### src/rtl/lbs_arb.sv
// Two-master round-robin arbiter and sequencer for the lbs_* local register bus.
// One transaction at a time: grant in IDLE, strobe in ISSUE, wait out read latency, ack.
module lbs_arb #(
  parameter int U_DLY  = 1,
  parameter int RD_LAT = 2
) (
  input  logic        clk,
  input  logic        rst_n,
  input  logic        m0_req,
  input  logic        m0_we,
  input  logic [15:0] m0_addr,
  input  logic [31:0] m0_wdata,
  output logic        m0_ack,
  output logic [31:0] m0_rdata,
  input  logic        m1_req,
  input  logic        m1_we,
  input  logic [15:0] m1_addr,
  input  logic [31:0] m1_wdata,
  output logic        m1_ack,
  output logic [31:0] m1_rdata,
  output logic [15:0] lbs_addr,
  output logic [31:0] lbs_din,
  output logic        lbs_we,
  output logic        lbs_re,
  input  logic [31:0] lbs_dout,
  output logic        grant,
  output logic        busy
);

  // U_DLY only matters to legacy delayed-assignment simulation; registers here are zero-delay.
  localparam logic [3:0] CNT_INIT = 4'(RD_LAT - 1 + 0 * U_DLY);

  typedef enum logic [1:0] {IDLE, ISSUE, WAIT, ACK} state_t;

  state_t      state_q, state_d;
  logic        dir_q, dir_d;
  logic        grant_q, grant_d;
  logic        last_grant_q, last_grant_d;
  logic [3:0]  cnt_q, cnt_d;
  logic [15:0] addr_q, addr_d;
  logic [31:0] din_q, din_d;
  logic [31:0] rdata0_q, rdata0_d;
  logic [31:0] rdata1_q, rdata1_d;
  logic        sel;

  always_ff @(posedge clk or negedge rst_n) begin
    if (!rst_n) begin
      state_q      <= IDLE;
      dir_q        <= 1'b0;
      grant_q      <= 1'b0;
      last_grant_q <= 1'b1;
      cnt_q        <= 4'd0;
      addr_q       <= 16'd0;
      din_q        <= 32'd0;
      rdata0_q     <= 32'd0;
      rdata1_q     <= 32'd0;
    end else begin
      state_q      <= state_d;
      dir_q        <= dir_d;
      grant_q      <= grant_d;
      last_grant_q <= last_grant_d;
      cnt_q        <= cnt_d;
      addr_q       <= addr_d;
      din_q        <= din_d;
      rdata0_q     <= rdata0_d;
      rdata1_q     <= rdata1_d;
    end
  end

  always_comb begin
    state_d      = state_q;
    dir_d        = dir_q;
    grant_d      = grant_q;
    last_grant_d = last_grant_q;
    cnt_d        = cnt_q;
    addr_d       = addr_q;
    din_d        = din_q;
    rdata0_d     = rdata0_q;
    rdata1_d     = rdata1_q;
    sel          = 1'b0;
    case (state_q)
      IDLE: begin
        if (m0_req || m1_req) begin
          // On a tie the master that was not served last wins.
          sel          = (m0_req && m1_req) ? ~last_grant_q : m1_req;
          addr_d       = sel ? m1_addr : m0_addr;
          dir_d        = sel ? m1_we : m0_we;
          if (dir_d) din_d = sel ? m1_wdata : m0_wdata;
          grant_d      = sel;
          last_grant_d = sel;
          state_d      = ISSUE;
        end
      end
      ISSUE: begin
        if (dir_q) begin
          state_d = ACK;
        end else begin
          cnt_d   = CNT_INIT;
          state_d = WAIT;
        end
      end
      WAIT: begin
        if (cnt_q == 4'd0) begin
          if (grant_q) rdata1_d = lbs_dout;
          else         rdata0_d = lbs_dout;
          state_d = ACK;
        end else begin
          cnt_d = cnt_q - 4'd1;
        end
      end
      ACK:     state_d = IDLE;
      default: state_d = IDLE;
    endcase
  end

  always_comb begin
    lbs_we = 1'b0;
    lbs_re = 1'b0;
    m0_ack = 1'b0;
    m1_ack = 1'b0;
    busy   = (state_q != IDLE);
    case (state_q)
      ISSUE: begin
        lbs_we = dir_q;
        lbs_re = ~dir_q;
      end
      ACK: begin
        m0_ack = ~grant_q;
        m1_ack = grant_q;
      end
      default: ;
    endcase
  end

  assign lbs_addr = addr_q;
  assign lbs_din  = din_q;
  assign grant    = grant_q;
  assign m0_rdata = rdata0_q;
  assign m1_rdata = rdata1_q;

endmodule

### config.mk
export PLATFORM = sky130hd
export DESIGN_NAME = lbs_arb
export DESIGN_NICKNAME = d
export VERILOG_FILES = /design/src/rtl/lbs_arb.sv
export SDC_FILE = /design/constraint.sdc
export NUM_CORES = 1
export LEC_CHECK = 0
export CORE_UTILIZATION = 41
export DETAILED_ROUTE_END_ITERATION = 10
export PLACE_DENSITY_LB_ADDON = 0.05
export SLEW_MARGIN = 20
export SYNTH_ARGS = -nofsm -noshare
export SYNTH_HDL_FRONTEND = slang
export SYNTH_SLANG_ARGS = --single-unit
### constraint.sdc
create_clock -name clk -period 2.4 [get_ports clk]
set_input_delay 0.48 -clock clk [delete_from_list [all_inputs] [get_ports clk]]
set_output_delay 0.48 -clock clk [all_outputs]
set_load 0.03 [all_outputs]
==> flow_metrics.tcl <==
set metrics [dict create \
    worstPathArrival_ns 1.81 \
    worstSetupEndpointType "output pin" \
    layout.nets 806 \
    rsz0062_at_grt "false" \
    vias_per_cell 4.84 \
    die_h_um 114 \
    h-tree-depth 4 \
    overflow 0 \
    die_w_um 114 \
    fill_cells 946 \
    clkTransAtPathRegs_ns 0.05 \
    layout_commonest_cell "clkdlybuf4s50_1" \
    place_hpwl_mm 9.95 \
    drv_cap 0 \
    finalHoldViolations 0 \
    finalSetupViolCount 0 \
    r2r_end "m0_rdata[21]" \
    grt_pass1_wl_mm 21.3 \
    syn_area_um2 5160 \
    synth_nets 548 \
    ys_seq_elements 121 \
    drive_above_1_share 0.164 \
    power_density_nw_per_um2 1460 \
    utilization 0.700 \
    critical_path_required_ns 1.92 \
    die_area_um2 13000 \
    ff2ff_setup_slack_ns 0.27 \
    r2r_start "cnt_q[0]" \
    vias 4090 \
    start_util 0.424 \
    pin_count 252 \
    portBuffers 251 \
    hp-class "input pin to asynchronous set/reset pin" \
    max_slew_margin 0.729 \
    antenna_cells 0 \
    rows 40 \
    cts_num_sinks 121 \
    drc 0 \
    synth_warnings 0 \
    worstMarginPinSlew_ns 0.406 \
    clock_skew_ns 0.00904 \
    antenna_left 0 \
    drtIter0Drc 202 \
    rr_worst_depth 6 \
    cts.root.buffer_cell "clkbuf_16" \
    wire_per_inst_um 15.9 \
    drt_pre_antenna_iters 4 \
    syn_to_final_growth_pct 64.9 \
    synthCells 408 \
    grt_max_degree 66 \
    cts-buffers-inserted 17 \
    finalCritPeriodShare 0.954 \
    grt_pass1_vias 4284 \
    setup.worst_path.start_class "register" \
    finalWorstPathRequiredPeriod_ns 2.29 \
    gr-usage-all-layers 0.217 \
    status "finished, final reports clean" \
    cts_tree "built" \
    postSynthAreaPerCell_um2 12.6 \
    regArea_um2 3030 \
    ys_types 34 \
    antenna_found_initial 0 \
    cts_buffer_depth 2 \
    multiInputGateArea_um2 2000 \
    slew_violations 0 \
    finalSetupTns_ns 0 \
    p_leak_nw 3.75 \
    path_class "register to output pin" \
    mostFrequentLayoutCells "246 x clkdlybuf4s50_1, 120 x dfrtp_1, 65 x mux2_2, 49 x mux2i_1, 34 x nor2_1" \
    worst-path-max-fanout 6 \
    place_congestion 0.740 \
    ys_seq_area_frac 0.587 \
    vdd_drop_max_mv 0.539 \
    worstSkewPairLatency_ns 0.41 \
    coreArea_um2 12200 \
    fmax_ghz 0.437 \
    wirelength_mm 13.4 \
]
[synth_stat cells]
master | n | area, um^2
nor3b_4 | 1 | 18.8
and2_1 | 1 | 6.26
nor2b_1 | 4 | 25.0
a22o_1 | 2 | 17.5
nor2_1 | 34 | 128
o31a_1 | 1 | 8.76
a31oi_1 | 2 | 12.5
dfrtp_1 | 120 | 3000
ha_1 | 6 | 75.1
or3b_1 | 1 | 8.76
a21oi_1 | 33 | 165
mux2_2 | 65 | 732
nor3_1 | 1 | 5.00
dfstp_2 | 1 | 26.3
o22a_1 | 1 | 8.76
clkbuf_1 | 9 | 33.8
nor4_1 | 1 | 6.26
o21ai_1 | 1 | 5.00
nand4b_1 | 1 | 8.76
nand2b_1 | 1 | 6.26
o22ai_1 | 1 | 6.26
a21bo_2 | 1 | 10.0
buf_2 | 12 | 60.1
buf_6 | 3 | 33.8
o21ai_0 | 20 | 100
inv_1 | 6 | 22.5
a21o_1 | 1 | 7.51
a22oi_1 | 1 | 7.51
nand3_1 | 2 | 10.0
mux2i_1 | 49 | 490
o31ai_1 | 1 | 7.51
nand3b_1 | 1 | 7.51
nand2_1 | 23 | 86.3
o32ai_1 | 1 | 8.76
[sequential cells by signal, summed over array words and instances, names as in the netlist]
| signal | count |
|---|---|
| m0_rdata | 32 |
| grant | 1 |
| state_q | 2 |
| cnt_q | 4 |
| m1_rdata | 32 |
| dir_q | 1 |
| lbs_addr | 16 |
| lbs_din | 32 |
| last_grant_q | 1 |
[what timing repair did]
action                                  CTS  global route
resized for setup                         3             1
hold buffers                              0             0
endpoints found under the setup margin    3             1
endpoints found under the hold margin     0             0
buffers inserted                          0             0
[cells by family after synthesis]
group           share of synthesized area
buf+inv                            0.0291
compound gates                     0.0708
fa+ha+maj                          0.0146
mux                                 0.237
flops                               0.587
simple gates                       0.0614
[where the power goes]
part | total (mW) | leakage, nW | internal, mW | switching, mW
sequential | 3.64 | 1.43 | 3.06 | 0.575
combinational | 6.30 | 2.04 | 2.84 | 3.46
clock | 2.45 | 0.282 | 1.59 | 0.857
[metrics by stage]
stage / cells / hold WS, ns / power, mW / worst slack (ns) / instance area [um^2]
floorplan: 408 / 0.184 / 7.19 / 0.390 / 5160
global placement: 815 / 0.432 / 9.86 / 0.322 / 7940
detailed placement: 815 / 0.439 / 10.0 / 0.264 / 7940
CTS: 845 / 0.00743 / 12.5 / 0.0567 / 8510
global route: 845 / 0.0246 / 13.1 / 0.0168 / 8510
finish: 845 / 0.00591 / 12.4 / 0.110 / 8510
[cell type report]
type / instances / share of cell area
Clock inverter: 8 / 0.0113
Timing Repair Buffer: 263 / 0.314
Sequential cell: 121 / 0.356
Inverter: 6 / 0.00265
Tap cell: 168 / 0.0247
Multi-Input combinational cell: 257 / 0.235
Clock buffer: 22 / 0.0557
[worst max-delay path, cell delays in order, from the launching register on]
cell and delay, ns:
dfrtp_1 0.43, ha_1 0.19, and2_1 0.12, clkdlybuf4s50_1 0.67
[per-layer routing]
| metal | part of all wire | wire length [um] | GRT usage | vias up |
|---|---|---|---|---|
| met5 | 0 | 0 | 0 | - |
| met4 | 0.013 | 175 | 0.0762 | 0 |
| met3 | 0.081 | 1080 | 0.0847 | 15 |
| met2 | 0.51 | 6800 | 0.375 | 169 |
| met1 | 0.40 | 5380 | 0.244 | 1969 |
| li1 | - | - | - | 1937 |
[worst max path at each step]
stage	start	to	slack, ns	cells past startpoint
after floorplan	cnt_q[0]	m0_rdata[10]	0.39	7
after global placement	cnt_q[0]	m0_rdata[20]	0.32	6
after detailed placement	m1_req	lbs_din[7]	0.26	6
after CTS	state_q[0]	m0_ack	0.06	3
after global routing	state_q[0]	m1_ack	0.02	3
final	state_q[0]	m1_ack	0.11	3
Power figures use the tool's default switching activity.
